--- config.mk ---
export PLATFORM = sky130hd
export DESIGN_NAME = demux_1_to_4_reg
export DESIGN_NICKNAME = d
export VERILOG_FILES = /design/src/rtl/demux_1_to_4_reg.sv
export SDC_FILE = /design/constraint.sdc
export NUM_CORES = 1
export LEC_CHECK = 0
export ABC_CLOCK_PERIOD_IN_PS = 2000
export CAP_MARGIN = 5
export CORE_UTILIZATION = 35
export DETAILED_ROUTE_END_ITERATION = 6
export REMOVE_ABC_BUFFERS = 1
export SLEW_MARGIN = 20
export SYNTH_ARGS = -nofsm -noshare
export SYNTH_HDL_FRONTEND = slang
export SYNTH_SLANG_ARGS = --single-unit
--- constraint.sdc ---
create_clock -name clk -period 2 [get_ports clk]
set_input_delay 0.4 -clock clk [delete_from_list [all_inputs] [get_ports clk]]
set_output_delay 0.4 -clock clk [all_outputs]
set_load 0.01 [all_outputs]
--- src/rtl/demux_1_to_4_reg.sv ---
// Registered 1-to-4 demultiplexer with valid/ready handshake and a
// single-entry holding register per lane. DEMUX_AUTO_SEL_EN: round-robin lane select.
module demux_1_to_4_reg #(
    parameter int unsigned WIDTH = 8
) (
    input  logic               clk,
    input  logic               rst,
    input  logic [WIDTH-1:0]   in_data,
    input  logic [1:0]         in_sel,
    input  logic               in_valid,
    output logic               in_ready,
    output logic [4*WIDTH-1:0] out_data,
    output logic [3:0]         out_valid,
    input  logic [3:0]         out_ready
);

    localparam int unsigned LANES = 4;

    logic [1:0] dest;
    logic       accept;

`ifdef DEMUX_AUTO_SEL_EN
    logic [1:0] rr_ptr;
    logic       unused_sel;

    assign unused_sel = ^in_sel;

    // Pointer advances only on an accepted transfer, so rotation stays strictly in order
    always_ff @(posedge clk) begin
        if (rst) begin
            rr_ptr <= 2'd0;
        end else if (accept) begin
            rr_ptr <= rr_ptr + 2'd1;
        end
    end

    assign dest = rr_ptr;
`else
    assign dest = in_sel;
`endif

    // Destination lane can take a payload if empty or draining this cycle
    assign in_ready = !rst && (!out_valid[dest] || out_ready[dest]);
    assign accept   = in_valid && in_ready;

    // Lane holding registers; data is only written on a load and otherwise holds
    always_ff @(posedge clk) begin
        if (rst) begin
            out_valid <= '0;
            out_data  <= '0;
        end else begin
            for (int k = 0; k < int'(LANES); k++) begin
                if (accept && (dest == 2'(k))) begin
                    out_valid[k]                <= 1'b1;
                    out_data[k*WIDTH +: WIDTH]  <= in_data;
                end else if (out_ready[k]) begin
                    out_valid[k] <= 1'b0;
                end
            end
        end
    end

endmodule
==> results.cfg <==
[clocking]
cts.path.max_buffers = 2
cts_max_level = 2
cts_tree = done
cts.sinks = 36
path_clk_slew_ns = 0.07
postCtsHoldBufs = 0
postCtsSetupBuffers = 0
clock_latency_ns = 0.29
cts_buffers = 5
root_buffer = clkbuf_8

[sta]
rsz0062_at_grt = no
skew_ns = 0.00557
slew_violations = 0
finalCriticalPeriod_ns = 1.91
fmax_mhz = 524
holdWs_ns = 0.471
slew_headroom_pct = 72.7
fin_setup_tns_ns = 0
setup_viol = 0
period_share_pct = 95.4
max_slew.worst_pin.slew_ns = 0.410
finalHoldViolCount = 0

[global_routing]
grt_pass1_wl_um = 8090
grt_pass1_vias = 1604
grt_max_degree = 35
gr-total-overflow = 0
track_usage_pct = 20.5
antenna_found_initial = 0

[die]
coreArea_um2 = 4440
die-area_um2 = 4980
rows = 24
io_pins = 54
fp.dieH_um = 70.5
start_util_pct = 37.0
die_w_um = 70.5

[finish]
diodes = 0
nets = 254
drive_above_1_share_pct = 15.1
design_area_um2 = 2340
syn_to_final_growth_pct = 42.1

[worst_setup_path]
cp.arrival_ns = 1.51
worstSetupEndpointType = output pin
critPathKind = input pin to output pin
cp_max_fo = 2
worstPathRequired_ns = 1.60
cp-start-kind = input pin

[route]
routed_wl_um = 5000
drc = 10
detail-route-antenna-nets = 0
wire_per_inst_um = 17.2
routed_via_density = 5.64
firstDrtPassIters = 6
drt_iter0_drc = 183
via_count = 1635

[status]
outcome = finished with violations
violations = design-rule violations

[flow_run]
cap_violations = 0

[placed_design]
place_congestion = 0.819
hpwlAfterDp_um = 3380
port_buffers = 53
post_dp_cell_area_um2 = 2250

[synthesis]
synth-seq-cells = 36
synthArstFlopShare_pct = 0
synth_cell_types = 28
synthesis.area_um2 = 1640
synth_edf_count = 0
syn_avg_cell_area_um2 = 9.03
syn-instance-count = 182
ys.flop_type = dfxtp_1
ys_seq_area_share_pct = 43.8
ys_warn_count = 0

[power]
vdd_drop_max_mv = 0.293
p_per_area_nw_per_um2 = 645
power.leakage_nw = 0.872

[hold_path]
hold_path_class = flip-flop to flip-flop
[synth_stat cells, types with 2 or more instances]
cell,instances,area share [%]
nor2b_1,3,1.1
clkbuf_2,2,0.61
o311ai_1,2,1.1
nor2_1,2,0.46
nand2b_1,4,1.5
nand3_1,3,0.91
inv_1,2,0.46
dfxtp_1,36,44
clkbuf_8,4,3.3
a21oi_1,19,5.8
buf_2,2,0.61
o31ai_1,16,7.3
nand4_1,32,12
clkbuf_1,13,3.0
nand2_1,16,3.7
o311ai_0,14,7.5
[power breakdown]
group	internal [W]	switching (W)	total [W]
clock	0.000281	0.000258	0.000539
sequential	0.000738	0.0000104	0.000748
combinational	0.000104	0.000116	0.000220
total	0.00112	0.000384	0.00151
[through the flow]
| step | util, % | worst slack, ns | power, W | cells |
|---|---|---|---|---|
| after floorplan | - | 0.0858 | 0.000832 | 157 |
| after global placement | 50.6 | -0.616 | 0.000982 | 282 |
| after detailed placement | 50.6 | -0.613 | 0.000985 | 282 |
| after CTS | 52.5 | 0.0294 | 0.00151 | 290 |
| after global routing | 52.6 | 0.0279 | 0.00156 | 290 |
| final | 52.6 | 0.0914 | 0.00151 | 290 |
[flip-flops by register name (all words and copies together) (netlist names)]
register / flops
out_data: 32
out_valid: 4
[critical path: stages]
cell             delay (ns)
clkdlybuf4s15_1        0.17
and2b_2                0.22
mux4_2                 0.47
nor2_2                 0.10
buf_2                  0.14
[final timing paths]
path | startpoint | endpoint | slack (ns) | cells past startpoint
worst max register to register | out_valid[0] | out_data[1] | 0.78 | 4
worst max-delay path | out_ready[0] | in_ready | 0.09 | 5
worst min-delay path | out_data[10] | out_data[10] | 0.47 | 2
worst min register to register | out_data[10] | out_data[10] | 0.47 | 2
[timing repair]
action / CTS / global route
pin swaps: 1 / 1
setup endpoints to repair: 1 / 1
gates resized for setup: 13 / 2
[cells in the final DEF (no fill, tap or decap), drive strengths merged]
master	instances
clkdlybuf4s50	47
dfxtp	36
nand4	32
buf	21
a21oi	19
nand2	16
o31ai	16
o311ai	16
clkbuf	8
nand2b	4
dlygate4sd2	4
nand3	3
nor2b	3
inv	3
nor2	2
and2b	1
mux4	1
and3b	1
nand3b	1
nor3b	1
or3b	1
a31oi	1
clkdlybuf4s15	1
[area by class of cell]
class / count / area [µm²]
fill: 425 / 2110
inverter: 3 / 11.3
clock buffer: 8 / 90.1
timing repair buffer: 73 / 683
sequential: 36 / 721
multi-input combinational: 118 / 766
tap: 52 / 65.1
[metal layers]
layer | vias to the layer above | routed length, µm | GRT usage, %
met2 | 56 | 2280 | 31.8
met3 | 6 | 307 | 3.42
met5 | - | 0 | 0
li1 | 811 | - | -
met1 | 762 | 2360 | 29.3
met4 | 0 | 42 | 6.67
[cell families after synthesis]
family	share of synthesized area (%)
AND/OR/NAND/NOR	22.8
buffers and inverters	10.0
multiplexers	1.37
AO/OA/AOI/OAI	22.0
flip-flops	43.8
Power figures use the tool's default switching activity.
